===== src/rtl/io_trace_recorder.sv =====
// Purpose : capture-and-replay trace recorder; samples a signal bundle into a FIFO with
//           cycle timestamps and closes each session with a marker record.
// Latency : first-word fall-through; a record written at edge N is visible after edge N.
// Backpressure: out_valid/out_ready; records wait in the FIFO, a full FIFO with no pop
//           drops the sample, counts the drop and sets the sticky overflow flag.
//
// Ports:
//   clock      - single clock, all state on its rising edge
//   reset      - synchronous, active-high
//   trace_en   - capture session enable
//   sample_in  - DATA_WIDTH signal bundle sampled every edge
//   out_valid  - record available (never a function of out_ready)
//   out_ready  - host accepts the presented record
//   out_bits   - {timestamp, data}; marker is {cycle count, drop count}
//   out_last   - presented record is the end-of-session marker
//   overflow   - sticky, at least one sample dropped this session
//   busy       - session in RECORD or DRAIN
//
// Build option: define TRACE_DELTA_EN to record only samples that differ from the last
// pushed one (the first sample of a session is always recorded).

module io_trace_recorder #(
    parameter int DATA_WIDTH  = 64,
    parameter int CYCLE_WIDTH = 32,
    parameter int DEPTH       = 16
) (
    input  logic                              clock,
    input  logic                              reset,
    input  logic                              trace_en,
    input  logic [DATA_WIDTH-1:0]             sample_in,
    output logic                              out_valid,
    input  logic                              out_ready,
    output logic [CYCLE_WIDTH+DATA_WIDTH-1:0] out_bits,
    output logic                              out_last,
    output logic                              overflow,
    output logic                              busy
);

    localparam int RW = CYCLE_WIDTH + DATA_WIDTH;
    localparam int AW = (DEPTH > 1) ? $clog2(DEPTH) : 1;
    localparam logic [AW:0]          PTR_ONE = 1;
    localparam logic [CYCLE_WIDTH-1:0] CYC_ONE = 1;

    typedef enum logic [1:0] {
        ST_IDLE   = 2'd0,
        ST_RECORD = 2'd1,
        ST_DRAIN  = 2'd2,
        ST_END    = 2'd3
    } state_t;

    state_t                 state_q;
    logic [RW-1:0]          mem_q [DEPTH];
    logic [AW:0]            wr_ptr_q;
    logic [AW:0]            rd_ptr_q;
    logic [CYCLE_WIDTH-1:0] cyc_q;
    logic [CYCLE_WIDTH-1:0] drop_q;
    logic                   ovf_q;
    logic                   busy_q;
    logic                   last_q;

    logic                   fifo_empty;
    logic                   fifo_full;
    logic                   fifo_pop;
    logic                   start;
    logic                   sampling;
    logic                   want_push;
    logic                   push;
    logic                   drop;
    logic [CYCLE_WIDTH-1:0] stamp;

    assign fifo_empty = (wr_ptr_q == rd_ptr_q);
    assign fifo_full  = (wr_ptr_q[AW] != rd_ptr_q[AW]) &&
                        (wr_ptr_q[AW-1:0] == rd_ptr_q[AW-1:0]);

    // The edge that sees trace_en high in IDLE is the session's first sample and
    // carries timestamp 0; the counter is loaded with 1 for the following cycle.
    assign start    = (state_q == ST_IDLE) && trace_en;
    assign sampling = start || ((state_q == ST_RECORD) && trace_en);
    assign stamp    = start ? '0 : cyc_q;

`ifdef TRACE_DELTA_EN
    // Last sample actually written; a dropped change stays "different" and is
    // retried on the next cycle.
    logic [DATA_WIDTH-1:0] prev_q;

    assign want_push = sampling && (start || (sample_in != prev_q));

    always_ff @(posedge clock) begin
        if (reset) begin
            prev_q <= '0;
        end else if (push) begin
            prev_q <= sample_in;
        end
    end
`else
    assign want_push = sampling;
`endif

    // The FIFO is empty in END and IDLE, so a pop only happens on real records.
    assign fifo_pop = !fifo_empty && out_ready;
    assign push     = want_push && (!fifo_full || fifo_pop);
    assign drop     = want_push && fifo_full && !fifo_pop;

    assign out_valid = last_q || !fifo_empty;
    assign out_last  = last_q;
    assign overflow  = ovf_q;
    assign busy      = busy_q;

    always_comb begin
        out_bits = '0;
        if (last_q) begin
            out_bits = {cyc_q, DATA_WIDTH'(drop_q)};
        end else if (!fifo_empty) begin
            out_bits = mem_q[rd_ptr_q[AW-1:0]];
        end
    end

    // Storage carries no reset: pointers alone define which entries are live.
    always_ff @(posedge clock) begin
        if (push) begin
            mem_q[wr_ptr_q[AW-1:0]] <= {stamp, sample_in};
        end
    end

    always_ff @(posedge clock) begin
        if (reset) begin
            state_q  <= ST_IDLE;
            wr_ptr_q <= '0;
            rd_ptr_q <= '0;
            cyc_q    <= '0;
            drop_q   <= '0;
            ovf_q    <= 1'b0;
            busy_q   <= 1'b0;
            last_q   <= 1'b0;
        end else begin
            if (push) begin
                wr_ptr_q <= wr_ptr_q + PTR_ONE;
            end
            if (fifo_pop) begin
                rd_ptr_q <= rd_ptr_q + PTR_ONE;
            end

            case (state_q)
                ST_IDLE: begin
                    if (trace_en) begin
                        state_q <= ST_RECORD;
                        busy_q  <= 1'b1;
                        cyc_q   <= CYC_ONE;
                        drop_q  <= '0;
                        ovf_q   <= 1'b0;
                    end
                end
                ST_RECORD: begin
                    if (trace_en) begin
                        cyc_q <= cyc_q + CYC_ONE;
                        if (drop) begin
                            ovf_q <= 1'b1;
                            if (drop_q != '1) begin
                                drop_q <= drop_q + CYC_ONE;
                            end
                        end
                    end else begin
                        state_q <= ST_DRAIN;
                    end
                end
                ST_DRAIN: begin
                    if (fifo_empty) begin
                        state_q <= ST_END;
                        busy_q  <= 1'b0;
                        last_q  <= 1'b1;
                    end
                end
                ST_END: begin
                    if (out_ready) begin
                        state_q <= ST_IDLE;
                        last_q  <= 1'b0;
                    end
                end
                default: begin
                    state_q <= ST_IDLE;
                end
            endcase
        end
    end

endmodule


===== config.mk =====
export PLATFORM = sky130hd
export DESIGN_NAME = io_trace_recorder
export DESIGN_NICKNAME = d
export VERILOG_FILES = /design/src/rtl/io_trace_recorder.sv
export SDC_FILE = /design/constraint.sdc
export NUM_CORES = 2
export LEC_CHECK = 0
export BUFFER_PORTS_ARGS = -buffer_cell sky130_fd_sc_hd__buf_4
export CORE_ASPECT_RATIO = 0.75
export CORE_MARGIN = 2
export CORE_UTILIZATION = 55
export CTS_CLUSTER_SIZE = 8
export DETAILED_ROUTE_END_ITERATION = 6
export PLACE_DENSITY_LB_ADDON = 0.1
export SYNTH_ARGS = -nofsm -noshare
export SYNTH_HDL_FRONTEND = slang
export SYNTH_SLANG_ARGS = --single-unit
export TNS_END_PERCENT = 50

===== constraint.sdc =====
create_clock -name clock -period 24.1 [get_ports clock]
set_clock_uncertainty 0.1 [all_clocks]
set_input_delay 4.82 -clock clock [delete_from_list [all_inputs] [get_ports clock]]
set_output_delay 4.82 -clock clock [all_outputs]
set_load 0.02 [all_outputs]

### Yosys cells after proc, flatten, opt, wreduce, memory -nomap -nowiden

Memory sizes are Yosys's and may differ from the RTL's. A register that Yosys moved wholly into a read port is not among the register bits.
Cells that the tools add are included.

* register bits: 79
* memory bits (writable): 1536
* memories: 1

* add/subtract/negate cells: 4
* equal/unequal tests: 14
* multiplexer cells: 30
* reduce and logical (&&, ||, !) cells: 23

Memories
* mem_q: words 16, bits a word 96, read ports 1, clocked after Yosys merged registers in 1, write ports 1, line 52 `logic [RW-1:0] mem_q [DEPTH];`

Operators with widths (count)
* 32-bit 2-to-1 mux: 7
* 96-bit 2-to-1 mux: 2
* 32-bit case mux with 2 select lines: 2
* 32-bit by 1-bit adder with 32-bit output, second input constant: 2
* 32-bit != test, second input constant: 1
* 2-bit != test, second input constant: 6
* 5-bit by 1-bit adder with 5-bit output, second input constant: 2
* 1-bit 2-to-1 mux: 9
* 3-bit AND reduction: 3
* 2-bit 2-to-1 mux: 4
* 4-bit 2-to-1 mux: 2
* 2-bit case mux with 4 select lines: 1
* 4-bit AND reduction: 2
* 1-bit logical AND: 7
* 1-bit case mux with 2 select lines: 3
* 2-bit nonzero test: 3
* 5-bit == test: 1
* 5-bit AND reduction: 1
* 2-bit == test, second input constant: 2
* 4-bit == test: 1
* 1-bit zero test: 3
* 1-bit logical OR: 3
* 2-bit by 1-bit == test with 1-bit output, second input constant: 1
* 2-bit zero test: 1
* 2 further kinds: 2

### Longest topological paths before layout

* word-level depth: 8
* mapped depth: 10
* mapped depth without buffers: 8

### Worst setup path before layout

No wires, ideal clock.

* path kind: input port to flip-flop
* start point: input out_ready
* end point: memory mem_q[3][0] in the netlist's numbering, enable pin
* library setup time: 0.669 ns
* arrival: 12.295 ns
* path slack: 11.037 ns
* cell stages on the path: 5
* buffers on the path: 1
* path through: clkbuf_1 > nor2_1 > a21oi_1 > nand2_1 > nor3_1

* cells in the longest elaborated chain, start to end: 5

RTL lines
* from (decl): line 32 `input logic out_ready,`
* 1-bit logical AND: line 100 `assign fifo_pop = !fifo_empty && out_ready;`
* 1-bit logical OR: line 101 `assign push = want_push && (!fifo_full || fifo_pop);`
* 1-bit logical AND: line 101
* 1-bit 2-to-1 mux: line 120 `if (push) begin`
* 1-bit 2-to-1 mux (implied by the code): line 121 `mem_q[wr_ptr_q[AW-1:0]] <= {stamp, sample_in};`
* to (decl): line 52

No other way between the ends.

==> impl_results.md <==
- Hold WC Path Type: reg -> reg
- Initial antenna violation count: 3
- CP Capture Type: output port
- Total power: around 7.5 mW
- Power Density: roughly 100 nW/um^2
- Least-Margin Pin Slew: 1240 ps
- Vias in the first global route: roughly 32000
- Ys async rst share: 0%
- Post-synthesis adder-cell area fraction: less than 1%
- Syn. warnings: 0
- I/O Pins: around 170
- Pre-antenna DRT Iters: 5
- Post-synth EDFFs: around 1500
- # DRC: 0
- Critical Path AT: 6040 ps
- Buffers on Ports: between 150 and 200
- Total CTS buffers: 220
- Library cells used by synthesis: between 50 and 60
- Post-CTS setup buffer count: 0
- Max Buffers Root-to-Sink: 3
- Crit Path Class: reg -> out
- Post-CTS Hold Buffers: 0
- Mapped Area: about 63000 um^2
- Top_reg_cell synth: edfxtp_1
- Fillers: 7655
- Post-route ant nets: 0
- Final Non-Filler Cells: 4836
- Leak pwr: around 23 nW
- R2r setup slk: about 19000 ps
- Req. time, crit path: 19180 ps
- Post-synthesis compound-gate area fraction: around 1.3%
- Final Max Slew Viols: 0
- Status: completed
- Dpl hpwl: about 75000 um
- Die ar.: ~120000 um^2
- Reg-to-reg startpoint: state_q[1]
- Num rows: roughly 110
- Die height: 297 um
- All-Layer GR Usage: roughly a quarter
- Most area-consuming cells after synthesis: edfxtp_1 73%, mux4_2 17%, dfxtp_1 2.6%
- Clk root buf: clkbuf_16
- Post-synthesis cell count: between 2000 and 3000
- Htree depth: 4
- Core area: approximately 110000 um^2
- GR Overflow Total: 0
- Max-Cap Viols: 0
- Yosys top cell by area: edfxtp_1
- TNS Setup: 0 ps
- Share of post-route cells with drive strength above 1: between 20 and 30%
- Maximum fanout along the worst path: 48
- Syn Area/Cell: 21.6 um^2
- Synth top area share: 73.3%
- Clock latency on the worst-skew pair: 800 ps
- Fin crit share: a little under half
- Starting density of the core: roughly 55%
- Main combinational cell family by area after synthesis: multiplexers
- Critical path launch point type: flip-flop
- Crit path time final: between 10000 and 15000 ps
- Die Wd: 394 um
- CP peak stage delay: 890 ps
- Register Area: about 48000 um^2
- Multiplexer share of the synthesized area: between 10% and 20%
- Worst-path clk slew: around 50 ps
- Post-synthesis sequential area ratio: 76.0%
- Yosys reg bits: 1619
- WL/cell: around 31 um
- RSZ-0062 raised after global routing: no
- Worst path cell trace: buf_4, buf_4, buf_4, mux4_2, mux4_2, inv_1, o21ai_0, buf_4
- Fin. Hold Viols: 0
- Critical R2R Capture: mem_q[10][35]
- Global-route wire length before repair: 218000 um
- VDD IR max: approximately 100 uV
- Area delta synth->final: 14.7%
- Slowest CP cell: dfxtp_4
- # setup viols final: 0
- CP most frequent cell: buf_4
- CTS tree: yes
- Highest Clock Rate: around 91 MHz
- Placed Cells: between 4000 and 5000
- Clock Sinks: between 1500 and 2000
- Wirelength, routed: between 100000 and 150000 um
- Via count: around 31000
- Footprint of the multi-input gates: 14300 um^2
- Largest net degree at the start of global routing: 111
- XOR/XNOR Fraction of Synth Area: less than 1%
- Vias/cell: roughly 6.3
- Reg2reg path depth: 8
- Final nets: roughly 3300
- Routability congestion estimate: about 0.82
- Initial DRC Count: roughly 3300
- Post-cts sizing count: 0
- Headroom to the max-slew limit: between 10% and 20%
- Syn_nets: ~3000
- Hold_ws: about 420 ps
- Worst setup path end: out_bits[11]
- Simple-gate share of the synthesized area: between 3 and 4%
-- registers in the layout, indices dropped and copies added, names as in the netlist, named ones only --
register / flops
state_q: 2
cyc_q: 32
overflow: 1
wr_ptr_q: 5
busy: 1
rd_ptr_q: 5
mem_q: 1536
drop_q: 32
out_last: 1
-- cell usage after synthesis (2+ instances only) --
master,n
dfxtp_1,83
a21oi_1,28
nor2_1,91
nand3_1,28
nor4_4,3
nand3b_1,2
and4_1,10
and3_1,39
nand4_1,15
mux2i_1,5
or3_1,10
inv_1,78
buf_2,45
mux4_2,480
a41oi_1,2
or4_1,3
clkbuf_1,103
nor3_1,24
o21a_1,4
or2_2,6
edfxtp_1,1536
nand2b_1,4
nor4_1,8
buf_1,4
xor2_1,19
and2_1,36
o31ai_1,5
o21ai_1,3
ha_1,12
o41ai_1,2
a31oi_1,4
buf_6,2
o22ai_1,7
nand2_1,100
xnor2_1,24
o21ai_0,75
-- placed cells by master (no fill, tap or decap), types with 6 or more instances in the layout --
| cell | synthesis | routed |
|---|---|---|
| a21oi_1 | 28 | 28 |
| and2_1 | 36 | 36 |
| and3_1 | 39 | 39 |
| and4_1 | 10 | 9 |
| buf_4 | 0 | 230 |
| clkbuf_1 | 103 | 78 |
| clkbuf_16 | 0 | 221 |
| dfxtp_1 | 83 | 78 |
| edfxtp_1 | 1536 | 1536 |
| ha_1 | 12 | 12 |
| inv_1 | 78 | 77 |
| inv_16 | 0 | 7 |
| mux4_2 | 480 | 480 |
| nand2_1 | 100 | 97 |
| nand3_1 | 28 | 28 |
| nand4_1 | 15 | 15 |
| nor2_1 | 91 | 80 |
| nor2_4 | 0 | 11 |
| nor3_1 | 24 | 20 |
| nor4_1 | 8 | 8 |
| o21ai_0 | 75 | 75 |
| o22ai_1 | 7 | 7 |
| or2_2 | 6 | 6 |
| or3_1 | 10 | 10 |
| xnor2_1 | 24 | 24 |
| xor2_1 | 19 | 19 |
-- per-layer routing --
| metal | part of all wire (%) | global-route usage (%) | vias to the layer above |
|---|---|---|---|
| met2 | 49 | 40.7 | 1277 |
| met3 | 7.8 | 5.38 | 201 |
| li1 | - | - | 12682 |
| met5 | 0.0088 | 0 | - |
| met4 | 1.9 | 6.72 | 2 |
| met1 | 41 | 37.0 | 16514 |
-- final cells by class --
cell class                 instances  share of cell area, %
inverter                          78                  0.406
antenna                            1                0.00347
timing repair buffer             231                   2.42
sequential                      1619                   66.3
clock inverter                    15                  0.380
tap                             1526                   2.65
multi-input combinational       1067                   19.8
clock buffer                     299                   8.07
-- worst min path at each step --
| stage | start | cells after the start | slack (ps) | to |
|---|---|---|---|---|
| 6_report | drop_q[10] | 1 | 420 | drop_q[10] |
| 3_3_place_gp | cyc_q[16] | 2 | 380 | cyc_q[16] |
| 5_1_grt | drop_q[22] | 1 | 450 | drop_q[22] |
| 4_1_cts | drop_q[10] | 1 | 420 | drop_q[10] |
| 3_5_place_dp | drop_q[10] | 1 | 400 | drop_q[10] |
| 2_1_floorplan | drop_q[22] | 1 | 360 | drop_q[22] |
-- worst max-delay path: cells and delay by family, from the launching register on --
family | cells | cell delay [ps]
buf+inv | 5 | 2960
mux | 2 | 1120
flops | 1 | 890
compound gates | 1 | 180
-- power by group --
| part | switching [mW] | internal [mW] | total (mW) |
|---|---|---|---|
| Clock | 1.11 | 1.66 | 2.77 |
| Combinational | 0.872 | 0.666 | 1.54 |
| Sequential | 0.0507 | 3.20 | 3.25 |
-- logic make-up (layout without fill, tap and decap cells) --
family	Yosys count	count (layout)
muxes	485	485
adders and majority gates	12	12
other	0	1
AOI/OAI and AO/OA	143	143
xor gates and xnor gates	43	43
DFF	1619	1619
and+or+nand+nor	384	384
buffers and inverters	232	623
-- through the flow --
step                area (um^2)  utilization (%)  setup WS (ps)
finish                    72100             63.5          13140
global route              72100             63.5          12490
CTS                       72100             63.5          12730
detailed placement        66000             58.2          13610
global placement          66000             58.2          13700
floorplan                 62900                -          11040
(Power assumes the default switching activity.)
